### config.mk
export PLATFORM = sky130hd
export DESIGN_NAME = handler_tap_flat
export DESIGN_NICKNAME = d
export VERILOG_FILES = /design/src/rtl/handler_tap_pkg.sv /design/src/rtl/handler_tap_if.sv /design/src/rtl/handler_tap_axis_broadcast_flags.sv /design/src/rtl/handler_tap.sv /design/src/flat_wrapper.sv
export SDC_FILE = /design/constraint.sdc
export NUM_CORES = 1
export LEC_CHECK = 0
export CORE_UTILIZATION = 38
export CTS_CLUSTER_DIAMETER = 30
export DETAILED_ROUTE_END_ITERATION = 10
export GPL_ROUTABILITY_DRIVEN = 0
export PLACE_DENSITY = 0.95
export SYNTH_ARGS = -nofsm -noshare
export SYNTH_HDL_FRONTEND = slang
export SYNTH_SLANG_ARGS = --single-unit
### constraint.sdc
create_clock -name clock -period 5.3 [get_ports clock]
set_input_delay 0.53 -clock clock [delete_from_list [all_inputs] [get_ports clock]]
set_output_delay 0.53 -clock clock [all_outputs]
set_load 0.005 [all_outputs]
### src/rtl/handler_tap_pkg.sv
`default_nettype none
// ============================================================================
// Module      : handler_tap_pkg
// Description : Shared constants and types for the handler tap. These are the
//               AM header bit positions and the tap state encoding. The
//               handler wrapper uses the same constants.
// Revision    : 1.0 - initial release
// ============================================================================
package handler_tap_pkg;

    localparam int DATA_W     = 64;

    // Bit positions of the AM header fields.
    localparam int HANDLER_HI = 59;
    localparam int HANDLER_LO = 56;
    localparam int DEST_HI    = 39;
    localparam int DEST_LO    = 24;

    // Tap state: header beat, handler argument beats, remaining body beats.
    typedef enum logic [1:0] {
        ST_HEADER = 2'd0,
        ST_ARGS   = 2'd1,
        ST_BODY   = 2'd2
    } state_t;

    // Returns the handler id field of a header beat.
    function automatic logic [HANDLER_HI-HANDLER_LO:0] get_handler_id(
        input logic [DATA_W-1:0] hdr
    );
        return hdr[HANDLER_HI:HANDLER_LO];
    endfunction

    // Returns the destination field of a header beat.
    function automatic logic [DEST_HI-DEST_LO:0] get_dest(
        input logic [DATA_W-1:0] hdr
    );
        return hdr[DEST_HI:DEST_LO];
    endfunction

endpackage
`default_nettype wire

### src/rtl/handler_tap_if.sv
`default_nettype none
// ============================================================================
// Module      : handler_tap_if
// Description : AXI-Stream bundle of 64-bit data, tlast, tvalid and tready.
//               The master drives the data and tvalid. The slave drives
//               tready.
// Revision    : 1.0 - initial release
// ============================================================================
interface handler_tap_if;
    import handler_tap_pkg::*;

    logic [DATA_W-1:0] tdata;
    logic              tlast;
    logic              tvalid;
    logic              tready;

    modport master (output tdata, output tlast, output tvalid, input  tready);
    modport slave  (input  tdata, input  tlast, input  tvalid, output tready);

endinterface
`default_nettype wire

### src/rtl/handler_tap_axis_broadcast_flags.sv
`default_nettype none
// ============================================================================
// Module      : axis_broadcast_flags
// Description : Broadcasts one input stream to two output branches with
//               zero latency. Each branch has a sticky done flag. The flag
//               records that the branch has already taken the current beat,
//               so the branch sees that beat only once while the other branch
//               stalls. Branch tvalid never depends on tready.
// Revision    : 1.0 - initial release
// ============================================================================
module axis_broadcast_flags (
    input  wire logic i_clock,
    input  wire logic i_reset_n,
    input  wire logic i_in_tvalid,
    input  wire logic i_copy_active,
    input  wire logic i_main_tready,
    input  wire logic i_hdl_tready,
    output logic      o_in_tready,
    output logic      o_main_tvalid,
    output logic      o_hdl_tvalid
);

    logic r_main_done;
    logic r_hdl_done;
    logic w_in_accept;

    assign o_main_tvalid = i_in_tvalid & ~r_main_done;
    assign o_hdl_tvalid  = i_in_tvalid & i_copy_active & ~r_hdl_done;
    assign o_in_tready   = (r_main_done | i_main_tready) &
                           (~i_copy_active | r_hdl_done | i_hdl_tready);
    assign w_in_accept   = i_in_tvalid & o_in_tready;

    // Set a branch flag on a branch-only handshake. Clear both flags when the
    // input beat is finally accepted.
    always_ff @(posedge i_clock) begin
        if (!i_reset_n) begin
            r_main_done <= 1'b0;
            r_hdl_done  <= 1'b0;
        end else if (w_in_accept) begin
            r_main_done <= 1'b0;
            r_hdl_done  <= 1'b0;
        end else begin
            if (o_main_tvalid && i_main_tready) begin
                r_main_done <= 1'b1;
            end
            if (o_hdl_tvalid && i_hdl_tready) begin
                r_hdl_done <= 1'b1;
            end
        end
    end

endmodule
`default_nettype wire

### src/rtl/handler_tap.sv
`default_nettype none
// ============================================================================
// Module      : handler_tap
// Description : Taps incoming AM packets.
//               - Every beat is forwarded to the main stream.
//               - For packets whose header has a nonzero handler id, the
//                 header and up to HANDLER_ARGS payload words are also copied
//                 to the handler stream.
//               - Packets sent to the handler are counted.
// Revision    : 1.0 - initial release
// ============================================================================
module handler_tap
    import handler_tap_pkg::*;
#(
    parameter int HANDLER_ARGS = 1
) (
    input  wire logic         clock,
    input  wire logic         reset_n,
    handler_tap_if.slave      axis_in,
    handler_tap_if.master     axis_main,
    handler_tap_if.master     axis_handler,
    output logic [31:0]       handler_pkt_count
);

    localparam logic [4:0] c_handler_args = 5'(HANDLER_ARGS);

    state_t      r_state;
    state_t      w_state_nxt;
    logic [3:0]  r_arg_cnt;
    logic [3:0]  w_arg_cnt_nxt;
    logic        r_copy_en;
    logic        w_copy_en_nxt;
    logic [31:0] r_pkt_count;

    logic        w_in_accept;
    logic        w_in_tready;
    logic        w_hdr_bearing;
    logic        w_copy_en;
    logic        w_copy_active;
    logic [4:0]  w_arg_cnt_inc;
    logic        w_hdr_is_last_arg;

    assign w_hdr_bearing = (get_handler_id(axis_in.tdata) != '0);
    assign w_copy_en     = (r_state == ST_HEADER) ? w_hdr_bearing : r_copy_en;
    assign w_copy_active = w_copy_en &&
                           ((r_state == ST_HEADER) || (r_state == ST_ARGS));
    assign w_in_accept   = axis_in.tvalid & w_in_tready;
    assign w_arg_cnt_inc = {1'b0, r_arg_cnt} + 5'd1;

    // With no arguments configured, the header is the last handler beat.
    if (HANDLER_ARGS == 0) begin : g_no_args
        assign w_hdr_is_last_arg = 1'b1;
    end else begin : g_with_args
        assign w_hdr_is_last_arg = 1'b0;
    end

    axis_broadcast_flags u_flags (
        .i_clock       (clock),
        .i_reset_n     (reset_n),
        .i_in_tvalid   (axis_in.tvalid),
        .i_copy_active (w_copy_active),
        .i_main_tready (axis_main.tready),
        .i_hdl_tready  (axis_handler.tready),
        .o_in_tready   (w_in_tready),
        .o_main_tvalid (axis_main.tvalid),
        .o_hdl_tvalid  (axis_handler.tvalid)
    );

    assign axis_in.tready     = w_in_tready;
    assign axis_main.tdata    = axis_in.tdata;
    assign axis_main.tlast    = axis_in.tlast;
    assign axis_handler.tdata = axis_in.tdata;
    assign axis_handler.tlast = axis_in.tlast ||
                                ((r_state == ST_HEADER) && w_hdr_is_last_arg) ||
                                ((r_state == ST_ARGS) &&
                                 (w_arg_cnt_inc == c_handler_args));
    assign handler_pkt_count  = r_pkt_count;

    // State, argument counter and copy-enable registers.
    always_ff @(posedge clock) begin
        if (!reset_n) begin
            r_state   <= ST_HEADER;
            r_arg_cnt <= 4'd0;
            r_copy_en <= 1'b0;
        end else begin
            r_state   <= w_state_nxt;
            r_arg_cnt <= w_arg_cnt_nxt;
            r_copy_en <= w_copy_en_nxt;
        end
    end

    // Next-state logic. The tap advances only on accepted input beats.
    always_comb begin
        w_state_nxt   = r_state;
        w_arg_cnt_nxt = r_arg_cnt;
        w_copy_en_nxt = r_copy_en;
        case (r_state)
            ST_HEADER: begin
                if (w_in_accept) begin
                    w_copy_en_nxt = w_hdr_bearing;
                    w_arg_cnt_nxt = 4'd0;
                    if (axis_in.tlast) begin
                        w_state_nxt = ST_HEADER;
                    end else if (w_hdr_bearing && (c_handler_args != 5'd0)) begin
                        w_state_nxt = ST_ARGS;
                    end else begin
                        w_state_nxt = ST_BODY;
                    end
                end
            end
            ST_ARGS: begin
                if (w_in_accept) begin
                    w_arg_cnt_nxt = w_arg_cnt_inc[3:0];
                    if (axis_in.tlast) begin
                        w_state_nxt = ST_HEADER;
                    end else if (w_arg_cnt_inc == c_handler_args) begin
                        w_state_nxt = ST_BODY;
                    end
                end
            end
            ST_BODY: begin
                if (w_in_accept && axis_in.tlast) begin
                    w_state_nxt = ST_HEADER;
                end
            end
            default: begin
                w_state_nxt = ST_HEADER;
            end
        endcase
    end

    // Count accepted handler-bearing headers. The count saturates at all-ones.
    always_ff @(posedge clock) begin
        if (!reset_n) begin
            r_pkt_count <= 32'd0;
        end else if (w_in_accept && (r_state == ST_HEADER) && w_hdr_bearing &&
                     (r_pkt_count != 32'hFFFF_FFFF)) begin
            r_pkt_count <= r_pkt_count + 32'd1;
        end
    end

endmodule
`default_nettype wire
### src/flat_wrapper.sv
// flat-port wrapper written by rule: the top's interface ports become plain ports
module handler_tap_flat import handler_tap_pkg::*;
#(
    parameter int HANDLER_ARGS = 1
)
  (clock, reset_n, handler_pkt_count, axis_in_tdata, axis_in_tlast, axis_in_tvalid, axis_in_tready, axis_main_tdata, axis_main_tlast, axis_main_tvalid, axis_main_tready, axis_handler_tdata, axis_handler_tlast, axis_handler_tvalid, axis_handler_tready);
  handler_tap_if axis_in_i ();
  handler_tap_if axis_main_i ();
  handler_tap_if axis_handler_i ();
  input  wire logic clock;
  input  wire logic reset_n;
  output logic [31:0] handler_pkt_count;
  input wire logic [$bits(axis_in_i.tdata)-1:0] axis_in_tdata;
  input wire logic [$bits(axis_in_i.tlast)-1:0] axis_in_tlast;
  input wire logic [$bits(axis_in_i.tvalid)-1:0] axis_in_tvalid;
  output wire logic [$bits(axis_in_i.tready)-1:0] axis_in_tready;
  output wire logic [$bits(axis_main_i.tdata)-1:0] axis_main_tdata;
  output wire logic [$bits(axis_main_i.tlast)-1:0] axis_main_tlast;
  output wire logic [$bits(axis_main_i.tvalid)-1:0] axis_main_tvalid;
  input wire logic [$bits(axis_main_i.tready)-1:0] axis_main_tready;
  output wire logic [$bits(axis_handler_i.tdata)-1:0] axis_handler_tdata;
  output wire logic [$bits(axis_handler_i.tlast)-1:0] axis_handler_tlast;
  output wire logic [$bits(axis_handler_i.tvalid)-1:0] axis_handler_tvalid;
  input wire logic [$bits(axis_handler_i.tready)-1:0] axis_handler_tready;
  assign axis_in_i.tdata = axis_in_tdata;
  assign axis_in_i.tlast = axis_in_tlast;
  assign axis_in_i.tvalid = axis_in_tvalid;
  assign axis_in_tready = axis_in_i.tready;
  assign axis_main_tdata = axis_main_i.tdata;
  assign axis_main_tlast = axis_main_i.tlast;
  assign axis_main_tvalid = axis_main_i.tvalid;
  assign axis_main_i.tready = axis_main_tready;
  assign axis_handler_tdata = axis_handler_i.tdata;
  assign axis_handler_tlast = axis_handler_i.tlast;
  assign axis_handler_tvalid = axis_handler_i.tvalid;
  assign axis_handler_i.tready = axis_handler_tready;
  handler_tap #(.HANDLER_ARGS(HANDLER_ARGS)) u_core (.clock(clock), .reset_n(reset_n), .axis_in(axis_in_i), .axis_main(axis_main_i), .axis_handler(axis_handler_i), .handler_pkt_count(handler_pkt_count));
endmodule
**Word-level counts from Yosys, hierarchy flattened**

Index checks and enable logic that the tools add are counted.

- $add $sub $neg: 2
- Equality and inequality tests: 8
- Multiplexer cells: 12
- Bitwise operators: 12
- Reductions and logical operators: 17

Operators by type and width:

| operator | number |
|---|---|
| 32-bit by 1-bit adder with 32-bit output (second input constant) | 1 |
| 32-bit inequality test (second input constant) | 1 |
| 2-bit 2-to-1 mux | 7 |
| 1-bit logical AND | 8 |
| 4-bit 2-to-1 mux | 2 |
| 4-bit one-hot mux with 2 select lines | 1 |
| 2-bit by 1-bit inequality test with 1-bit output (second input constant) | 3 |
| 2-bit one-hot mux with 3 select lines | 1 |
| 4-bit by 1-bit adder with 5-bit output (second input constant) | 1 |
| 1-bit AND | 5 |
| 5-bit by 1-bit equality test with 1-bit output (second input constant) | 1 |
| 1-bit NOT | 4 |
| 4-bit AND reduction | 1 |
| 4-bit nonzero test | 1 |
| 3-bit inequality test (second input constant) | 1 |
| 1-bit bitwise OR | 3 |
| 3-bit AND reduction | 1 |
| 2-bit by 1-bit equality test with 1-bit output (second input constant) | 1 |
| 2-bit equality test (second input constant) | 1 |
| 2-bit zero test | 1 |
| 1-bit logical OR | 2 |
| 2-bit AND reduction | 1 |
| 2-bit nonzero test | 1 |
| 2-bit OR reduction | 1 |
| 1-bit 2-to-1 mux | 1 |

- Flip-flop bits (word level): 41
- Bits of input ports: 70
- Output and inout bits: 165
- Word-level logic and storage cells: 57

**Logic depth before layout (Yosys ltp)**

Gate-level depths: netlist of the first run.

- Depth in word-level cells: 11
- Mapped depth: 7
- Mapped depth without buffers: 6

**By module**

A second synthesis of the first run with hierarchy kept.

- Cells, all modules: 398
- Area, all modules: 3201.8 um2

Modules (own cells, without submodules):

| module | times used | cells each | area an instance (um2) | seq. area each (um2) |
|---|---|---|---|---|
| handler_tap | 1 | 386 | 3089.2 | 780.7 |
| axis_broadcast_flags | 1 | 12 | 112.6 | 40.0 |

**Least setup slack after synthesis of the first run**

Ideal clock, no wire load.

- Path kind: input port to flip-flop
- Start: in axis_in_tdata[57]
- End: reg u_core.r_state[0]
- Setup time: 86 ps
- Data arrival time: 1986 ps
- Data required time: 5214 ps
- Setup slack: 3228 ps
- Cell stages on the path: 5
- Buffers on the path: 0
- Cell sequence: or4_4 > o211ai_4 > o221ai_2 > or4_1 > a211oi_1

- Cells in the longest elaborated chain, start to end: 11
- Elaborated cells between the ends (all ways): 17
- Classes of those cells: eq/ne (3); mux (5); bitwise (5); reduce/logical (4)

Ends and longest elaborated chain:

| element | line | RTL |
|---|---|---|
| from (decl) | flat_wrapper.sv:13 | `input wire logic [$bits(axis_in_i.tdata)-1:0] axis_in_tdata;` |
| 4-bit nonzero test (*) | handler_tap.sv:43 | `assign w_hdr_bearing = (get_handler_id(axis_in.tdata) != '0);` |
| 1-bit 2-to-1 mux | handler_tap.sv:44 | `assign w_copy_en = (r_state == ST_HEADER) ? w_hdr_bearing : r_copy_en;` |
| 1-bit logical AND | handler_tap.sv:45 | `assign w_copy_active = w_copy_en &&` |
| 1-bit NOT | handler_tap_axis_broadcast_flags.sv:30 | `(~i_copy_active \| r_hdl_done \| i_hdl_tready);` |
| 1-bit bitwise OR (2 in a row) | handler_tap_axis_broadcast_flags.sv:30 |  |
| 1-bit AND | handler_tap_axis_broadcast_flags.sv:29 | `assign o_in_tready = (r_main_done \| i_main_tready) &` |
| 1-bit AND | handler_tap.sv:47 | `assign w_in_accept = axis_in.tvalid & w_in_tready;` |
| 1-bit logical AND | handler_tap.sv:122 | `if (w_in_accept && axis_in.tlast) begin` |
| 2-bit by 1-bit inequality test with 1-bit output (no source line) | n/a |  |
| 4-bit AND reduction (no source line) | n/a |  |
| to (signal assigned) | handler_tap.sv:86 | `r_state <= w_state_nxt;` |
| to (decl) | handler_tap.sv:27 | `state_t r_state;` |

Every way passes the cells marked *; elsewhere a longest branch is shown, timed or not. The select of a mux whose other input is x is not followed.
A chain may end at the register's enable or synchronous reset.

**Worst setup path after layout of the first run**

- Start: in axis_in_tdata[57]
- End: out axis_in_tready

- Cells in the longest elaborated chain, start to end: 7

Ends and longest elaborated chain:

| element | line | RTL |
|---|---|---|
| 4-bit nonzero test | handler_tap.sv:43 |  |
| 1-bit 2-to-1 mux | handler_tap.sv:44 |  |
| 1-bit logical AND | handler_tap.sv:45 |  |
| 1-bit NOT | handler_tap_axis_broadcast_flags.sv:30 |  |
| 1-bit bitwise OR (2 in a row) | handler_tap_axis_broadcast_flags.sv:30 |  |
| 1-bit AND | handler_tap_axis_broadcast_flags.sv:29 |  |
| to (decl) | flat_wrapper.sv:16 | `output wire logic [$bits(axis_in_i.tready)-1:0] axis_in_tready;` |

Every way passes these cells.

==> results.yml, run 1 <==
power:
  p_seq_share_pct: 54.9
  p_leak_nw: 0.883
  clkPwrFrac_pct: 35.5
  p_switching_w: 0.000145
  powerDensity_nw_per_um2: 196
  switching_share_pct: 25.3
  peakVddDrop_uv: 90.5
  p_comb_share_pct: 9.6
  intPower_w: 0.000428
floorplan:
  die_y_um: 93.5
  initial_utilization_pct: 38.9
  row_count: 33
  core_um2: 8180
  dieArea_um2: 8740
  die_w_um: 93.5
  io_pins: 235
cells_and_area:
  n_antenna_cell: 0
  drive_above_1_share_pct: 5.92
  nNetsFinal: 393
  layout-area-overhead-vs-synth_pct: -7.98
grt:
  grt_usage_pct: 14.2
  grt_start_max_net_pins: 31
  grt_pass1_vias: 2200
  grt_pass1_wl_um: 10000
  grt.overflow.total: 0
  antenna_found_initial: 0
route:
  viasPerCell: 5.52
  wl_met1_um: 2570
  wl_met3_um: 492
  wl_met2_um: 2960
  vias: 2351
  wl_per_cell_um: 14.6
  drt_iter0_drc: 124
  dr.pass1.iters: 4
  routed_wl_um: 6220
  drc: 0
  top_layer: "met4"
  ant_nets: 0
job:
  maxCapViolCount: 0
yosys:
  synth_area_per_cell_um2: 7.97
  yosys.cell_types.count: 48
  yosysWarnings: 0
  ys_seq_area_share_pct: 25.8
  async_reset_ff_share_pct: 0
  synthCells: 399
  synth-edff-count: 0
  ys.flop_type: "dfxtp_1"
  syn_area_um2: 3180
  synth_seq_cells: 41
  synth_nets: 472
clocking:
  clkTransAtPathRegs_ps: 80
  cts_resized: 0
  clock_path_buffers: 2
  cts.htree.levels: 2
  cts_tree: "built"
  cts_made_buffers: 5
  hold_buffers: 0
  postCtsSetupBuffers: 0
  root_buffer: "clkbuf_8"
  cts.sinks: 41
  clk_latency_ps: 300
setup_path:
  critPathKind: "input port to output port"
  end_kind: "output port"
  critPathLaunchType: "input port"
  path_max_fanout: 5
  cp_data_arrival_time_ps: 2500
  crit_required_ps: 4770
timing:
  setup_slack_ps: 2270
  finClkSkew_ps: 7.04
  setup_viol: 0
  slew_headroom_pct: 36.7
  finalCritPeriodShare_pct: 57.3
  fin_crit_ps: 3030
  tightestPinTransition_ps: 948
  drv_slew: 0
  rsz0062_at_grt: "false"
  finalSetupTns_ps: 0
  hold_viol_final: 0
  fmax_ghz: 0.330
place:
  io_buffer_count: 54
  hpwl_um: 4610
  pre_cts_ws_ps: 2270
status:
  status: "finished, final reports clean"
worst_hold_path:
  hp-class: "flop to flop"
-- synth_stat cells (all sizes together) (2+ instances only) --
master  count  area [um2]
buf       131         978
dfxtp      41         821
a21oi      31         155
nand2      20        75.1
nor2       17        63.8
or4        16         124
o21ai      15        75.1
o31ai      15         113
nand3      13        65.1
nand4      13        87.6
or3        10        63.8
clkbuf      9        33.8
inv         8        30.0
nand2b      8        50.1
and2        5        31.3
and4        4        35.0
mux2i       4        40.0
nor3        4        36.3
o211ai      4        43.8
and3        3        18.8
ha          3        37.5
nor4        3        18.8
nor2b       2        12.5
o311ai      2        17.5
o41ai       2        17.5
or2         2        12.5
-- power groups by stage --
stage               Clock, W  Combinational, W  Sequential, W
CTS                 0.000205         0.0000553       0.000315
detailed placement         0         0.0000551       0.000322
floorplan                  0          0.000105       0.000320
global placement           0         0.0000533       0.000322
finish              0.000203         0.0000550       0.000315
global route        0.000220         0.0000597       0.000315
-- layout make-up --
| class | instances | area (um2) |
|---|---|---|
| flip-flops and latches | 41 | 821 |
| well taps | 105 | 131 |
| clock buffers | 5 | 68.8 |
| multi-input cells | 210 | 1320 |
| repair buffers | 54 | 541 |
| clock inverters | 3 | 17.5 |
| inverters | 8 | 30.0 |
| fillers | 831 | 5250 |
-- path summary, 6_finish.rpt --
kind	start	endpoint	slack [ps]	depth (start not counted)
worst max-delay path	axis_in_tdata[57]	axis_in_tready	2270	6
worst max register to register	u_core.handler_pkt_count[0]	u_core.handler_pkt_count[28]	2780	6
worst min-delay path	u_core.r_arg_cnt[1]	u_core.r_arg_cnt[1]	490	2
worst min register to register	u_core.r_arg_cnt[1]	u_core.r_arg_cnt[1]	490	2
-- cells by family after synthesis --
group | count (synthesis) | synth area share, %
AO/OA/AOI/OAI | 76 | 15.3
XOR/XNOR | 1 | 0.275
adder cells (fa/ha/maj) | 3 | 1.18
buffers and inverters | 148 | 32.8
flip-flops | 41 | 25.8
multiplexers | 5 | 1.61
AND/OR/NAND/NOR | 125 | 23.1
-- state kept, by name, indices dropped and copies added (netlist names) --
| signal | flops |
|---|---|
| u_core.handler_pkt_count | 32 |
| u_core.r_arg_cnt | 4 |
| u_core.r_state | 2 |
| u_core.r_copy_en | 1 |
| u_core.u_flags.r_hdl_done | 1 |
| u_core.u_flags.r_main_done | 1 |
-- metal layers --
metal  up-vias  global-route usage (%)
met3        35                    4.39
li1       1132                       -
met5         -                       0
met1      1093                    16.1
met2        91                    23.6
met4         0                    7.95
-- worst max-delay path, stage by stage --
cell and delay, ps:
clkdlybuf4s50_1 470, or4_4 580, o211ai_4 230, nor2_1 60, nor2_1 110, clkdlybuf4s50_1 510
-- metrics by stage --
| step | total power (W) | cells | instance area, um2 | hold slack (ps) | util, % |
|---|---|---|---|---|---|
| floorplan | 0.000425 | 399 | 3180 | 449 | - |
| global placement | 0.000375 | 418 | 2840 | 466 | 34.8 |
| detailed placement | 0.000377 | 418 | 2840 | 478 | 34.8 |
| CTS | 0.000575 | 426 | 2930 | 490 | 35.8 |
| global route | 0.000595 | 426 | 2930 | 513 | 35.8 |
| finish | 0.000573 | 426 | 2930 | 491 | 35.8 |
-- cells in the final DEF (no fill, tap or decap), types with 3 or more instances in the layout --
master           count
mux2i_1              4
o21ai_0             14
clkdlybuf4s50_1     54
or3_1                9
o31ai_1             15
nor2_1              17
nand3_1             13
nand2b_1             8
and4_1               4
and2_1               5
nor4_1               3
a21oi_1             31
clkbuf_8             5
dfxtp_1             41
ha_1                 3
nand2_1             20
and3_1               3
o211ai_1             3
inv_1                8
nand4_1             12
or4_1               15
(Power assumes the default switching activity.)
==> inputs of run 2 (changes only) <==
CORE_UTILIZATION = 35   (was 38)
PLACE_DENSITY = 0.9   (was 0.95)
clock period = 3.1 ns   (was 5.3 ns; I/O delays follow)
==> run 2 against run 1 <==
Effect of this change:
- hold slack worse by 5.9 ps
- sequential power up 71%
- clock-buffer cell count up 1
- clock skew increased by 0.92 ps
- power up 69%
- clock power increased by 67%
- via count rose by 0.68%
- wire length rose by 5.3%
- register-to-register slack got worse by 2000 ps
- die area rose by 8.4%
- utilization is 2.2 points lower
- largest power group unchanged
==> results.yml, run 2 (synthesis results as in run 1) <==
setup_path:
  crit_slowest_cell: "or4_4"
  critPathKind: "input port to output port"
  path_cells: "clkdlybuf4s50_1, or4_4, o211ai_4, nor2_1, nor2_1, clkdlybuf4s50_1"
  cp_slowest_stage_delay_ps: 580
  cp.buffers_inverters: 2
  cp_data_arrival_time_ps: 2270
  critPathLaunchType: "input port"
  end_kind: "output port"
  crit_required_ps: 2790
  critPathTopFamily: "buffers and inverters"
  path_max_fanout: 5
clocking:
  clock_path_buffers: 2
  clkTransAtPathRegs_ps: 70
  postCtsSetupBuffers: 0
  cts_tree: "built"
  clk_latency_ps: 300
  cts.htree.levels: 2
  hold_buffers: 0
  cts_resized: 0
  root_buffer: "clkbuf_8"
  cts.sinks: 41
  cts_made_buffers: 5
power:
  intPower_w: 0.000733
  p_switching_w: 0.000238
  powerDensity_nw_per_um2: 330
  clkPwrFrac_pct: 34.8
  peakVddDrop_uv: 178
  p_comb_share_pct: 9.8
  switching_share_pct: 24.5
  power_w: 0.000971
  p_seq_share_pct: 55.4
  p_leak_nw: 0.893
floorplan:
  core_um2: 8760
  initial_utilization_pct: 36.3
  dieArea_um2: 9480
  die_y_um: 97.3
  die_w_um: 97.3
  io_pins: 235
  row_count: 34
timing:
  finClkSkew_ps: 7.96
  drv_slew: 0
  setup_viol: 0
  slew_headroom_pct: 36.1
  fmax_ghz: 0.388
  tightestPinTransition_ps: 957
  rsz0062_at_grt: "false"
  setup_slack_ps: 519
  finalCritPeriodShare_pct: 83.2
  hold_viol_final: 0
  finalSetupTns_ps: 0
  fin_crit_ps: 2580
route:
  wl_per_cell_um: 15.2
  vias: 2367
  drc: 0
  drt_iter0_drc: 215
  dr.pass1.iters: 4
  routed_wl_um: 6550
  viasPerCell: 5.49
  ant_nets: 0
cells_and_area:
  final_util_pct: 33.6
  final_cell_mix: "54 x clkdlybuf4s50_1, 41 x dfxtp_1, 31 x a21oi_1, 20 x nand2_1, 17 x nor2_1"
  drive_above_1_share_pct: 6.19
  layout_commonest_cell: "clkdlybuf4s50_1"
  largest_reg_flops: 32
  n_antenna_cell: 0
  layout-area-overhead-vs-synth_pct: -7.51
  nNetsFinal: 395
  final_area_um2: 2940
place:
  pre_cts_ws_ps: 388
  io_buffer_count: 54
  place_area_um2: 2860
  hpwl_um: 4840
status:
  status: "finished, final reports clean"
grt:
  grt_pass1_vias: 2261
  antenna_found_initial: 0
  grt_pass1_wl_um: 10500
  grt.overflow.total: 0
  grt_usage_pct: 13.3
  grt_start_max_net_pins: 31
job:
  maxCapViolCount: 0
worst_hold_path:
  hp-class: "flop to flop"
-- run 2: changes by cell type in the layout (fill, tap and decap cells not counted), sizes merged --
cell,before,now
buf,0,2
clkbuf,5,6
clkinvlp,1,0
-- run 2: metal layers --
layer	wire length (um)	vias to the layer above	GRT usage, %	share of wire (%)
met5	0	-	0	0
met4	331	0	9.50	5.1
met3	417	48	3.45	6.4
met2	3030	79	21.8	46
met1	2770	1099	14.9	42
li1	-	1141	-	-
-- run 2: final timing paths --
path | start | end | slack [ps] | depth (start not counted)
max | axis_in_tdata[57] | axis_in_tready | 520 | 6
min | u_core.r_copy_en | u_core.r_copy_en | 490 | 2
max reg2reg | u_core.handler_pkt_count[0] | u_core.handler_pkt_count[1] | 770 | 6
min reg2reg | u_core.r_copy_en | u_core.r_copy_en | 490 | 2
-- run 2: power by group through the flow --
| stage | Combinational [W] | Clock [W] | Sequential, W |
|---|---|---|---|
| 2_1_floorplan | 0.000180 | 0 | 0.000548 |
| 3_3_place_gp | 0.0000917 | 0 | 0.000550 |
| 3_5_place_dp | 0.0000950 | 0 | 0.000550 |
| 4_1_cts | 0.0000952 | 0.000347 | 0.000538 |
| 5_1_grt | 0.000103 | 0.000371 | 0.000539 |
| 6_report | 0.0000950 | 0.000338 | 0.000538 |
-- run 2: tightest hold or removal path, delay by kind of cell (launching register included) --
family,cells,cell delay [ps]
flip-flops,1,310
AO/OA/AOI/OAI,2,130
-- run 2: layout make-up --
| class | instances | area [um2] |
|---|---|---|
| multi-input combinational | 210 | 1320 |
| inverter | 8 | 30.0 |
| fill | 945 | 5820 |
| timing repair buffer | 56 | 556 |
| sequential | 41 | 821 |
| clock buffer | 6 | 72.6 |
| clock inverter | 2 | 10.0 |
| tap | 108 | 135 |
-- run 2: stage by stage --
| stage | hold slack (ps) | std cells |
|---|---|---|
| after floorplan | 449 | 399 |
| after global placement | 462 | 423 |
| after detailed placement | 470 | 423 |
| after CTS | 482 | 431 |
| after global routing | 516 | 431 |
| final | 485 | 431 |
==> inputs of run 3 (changes only) <==
clock period = 2.4 ns   (was 3.1 ns; I/O delays follow)
==> run 3 against run 2 <==
Effect of this change:
- hold slack got worse by 5.0 ps
- clock-buffer cell count unchanged
- first-iteration DRC count down 25%
- critical endpoint is now axis_handler_tlast
- combinational power up 42%
- wire length is 2.4% higher
- utilization rose by 1.4 points
- sequential share of layout area down 1.1 points
- clock skew up 4.8 ps
- via count increased by 2.6%
- sequential power up 29%
==> results.yml, run 3 (synthesis results as in run 1) <==
floorplan:
  die_w_um: 97.3
  io_pins: 235
  row_count: 34
  core_um2: 8760
  initial_utilization_pct: 36.3
  dieArea_um2: 9480
  die_y_um: 97.3
setup_path:
  critPathKind: "flop to output port"
  cp_data_arrival_time_ps: 2060
  cp_slowest_stage_delay_ps: 500
  cp.buffers_inverters: 1
  end_kind: "output port"
  path_max_fanout: 4
  crit_required_ps: 2160
  crit_slowest_cell: "clkdlybuf4s50_1"
  critPathTopFamily: "buffers and inverters"
  critPathLaunchType: "flop"
  path_cells: "ha_1, or2_2, o21ai_1, and3_1, a21o_1, clkdlybuf4s50_1"
power:
  intPower_w: 0.00109
  p_leak_nw: 0.978
  p_comb_share_pct: 9.5
  powerDensity_nw_per_um2: 464
  p_seq_share_pct: 48.9
  switching_share_pct: 23.0
  peakVddDrop_uv: 326
  p_switching_w: 0.000327
  clkPwrFrac_pct: 41.6
clocking:
  cts.htree.levels: 2
  cts_tree: "built"
  cts_made_buffers: 5
  clk_latency_ps: 300
  clock_path_buffers: 2
  cts.sinks: 41
  hold_buffers: 0
  root_buffer: "clkbuf_8"
  clkTransAtPathRegs_ps: 90
timing:
  finalCritPeriodShare_pct: 95.9
  setup_viol: 0
  drv_slew: 0
  finClkSkew_ps: 12.8
  fmax_ghz: 0.434
  rsz0062_at_grt: "false"
  fin_crit_ps: 2300
  tightestPinTransition_ps: 614
  hold_viol_final: 0
  finalSetupTns_ps: 0
  timing.hold.ws_ps: 480
  slew_headroom_pct: 59.1
status:
  status: "finished, final reports clean"
cells_and_area:
  layout_commonest_cell: "clkdlybuf4s50_1"
  n_antenna_cell: 0
  nNetsFinal: 405
  layout-area-overhead-vs-synth_pct: -3.74
  final_cells: 441
  final_cell_mix: "51 x clkdlybuf4s50_1, 41 x dfxtp_1, 31 x a21oi_1, 20 x nand2_1, 17 x nor2_1"
  largest_reg_flops: 32
  drive_above_1_share_pct: 9.31
route:
  viasPerCell: 5.51
  wl_per_cell_um: 15.2
  drc: 0
  vias: 2428
  routed_wl_um: 6710
  ant_nets: 0
  dr.pass1.iters: 4
  drt_iter0_drc: 161
grt:
  grt_usage_pct: 13.8
  grt_pass1_wl_um: 11000
  grt.overflow.total: 0
  antenna_found_initial: 0
  grt_start_max_net_pins: 23
  grt_pass1_vias: 2352
place:
  dp.cells: 431
  hpwl_um: 4960
  io_buffer_count: 54
worst_hold_path:
  hp-class: "input port to output port"
job:
  maxCapViolCount: 0
-- run 3: worst paths after layout --
| check | startpoint | to | slack, ps | depth (start not counted) |
|---|---|---|---|---|
| min reg2reg | u_core.r_copy_en | u_core.r_copy_en | 490 | 2 |
| max reg2reg | u_core.handler_pkt_count[0] | u_core.handler_pkt_count[20] | 220 | 6 |
| min | axis_in_tdata[0] | axis_handler_tdata[0] | 480 | 0 |
| max | u_core.r_arg_cnt[0] | axis_handler_tlast | 100 | 6 |
-- run 3: metal layers --
metal	GRT usage (%)	share of wire (%)	vias up
met2	23.3	48	76
met4	7.58	3.7	0
met1	15.6	42	1145
met3	3.96	6.6	41
met5	0	0	-
li1	-	-	1166
-- run 3: metrics by stage --
step | worst slack, ps | utilization (%) | power (W) | cell area [um2]
after floorplan | 488 | - | 0.000939 | 3180
after global placement | 43.4 | 33.3 | 0.000838 | 2920
after detailed placement | 21.0 | 33.3 | 0.000843 | 2920
after CTS | 21.4 | 34.7 | 0.00143 | 3040
after global routing | 0.0477 | 35.0 | 0.00147 | 3060
final | 98.4 | 35.0 | 0.00142 | 3060
-- run 3: power by group through the flow --
stage          combinational [W]  clock [W]  sequential (W)
3_3_place_gp            0.000128          0        0.000710
6_report                0.000135   0.000590        0.000695
2_1_floorplan           0.000232          0        0.000707
4_1_cts                 0.000133   0.000600        0.000695
3_5_place_dp            0.000133          0        0.000711
5_1_grt                 0.000148   0.000626        0.000696
-- run 3: worst register-to-register path: cells and delay by family (launching register included) --
| kind | cells | cell delay [ps] |
|---|---|---|
| and+or+nand+nor | 3 | 970 |
| AOI/OAI and AO/OA | 2 | 530 |
| DFF | 1 | 410 |
| adders and majority gates | 1 | 200 |
-- run 3: cell type report --
| type | instances | area [um2] |
|---|---|---|
| clock inverter | 2 | 37.5 |
| fill | 921 | 5700 |
| sequential | 41 | 821 |
| inverter | 8 | 30.0 |
| multi-input combinational | 210 | 1320 |
| tap | 108 | 135 |
| timing repair buffer | 66 | 638 |
| clock buffer | 6 | 82.6 |
-- run 3: repair_timing --
item,CTS,global route
setup endpoints to repair,0,2
buffers inserted,0,2
resized for setup,0,4
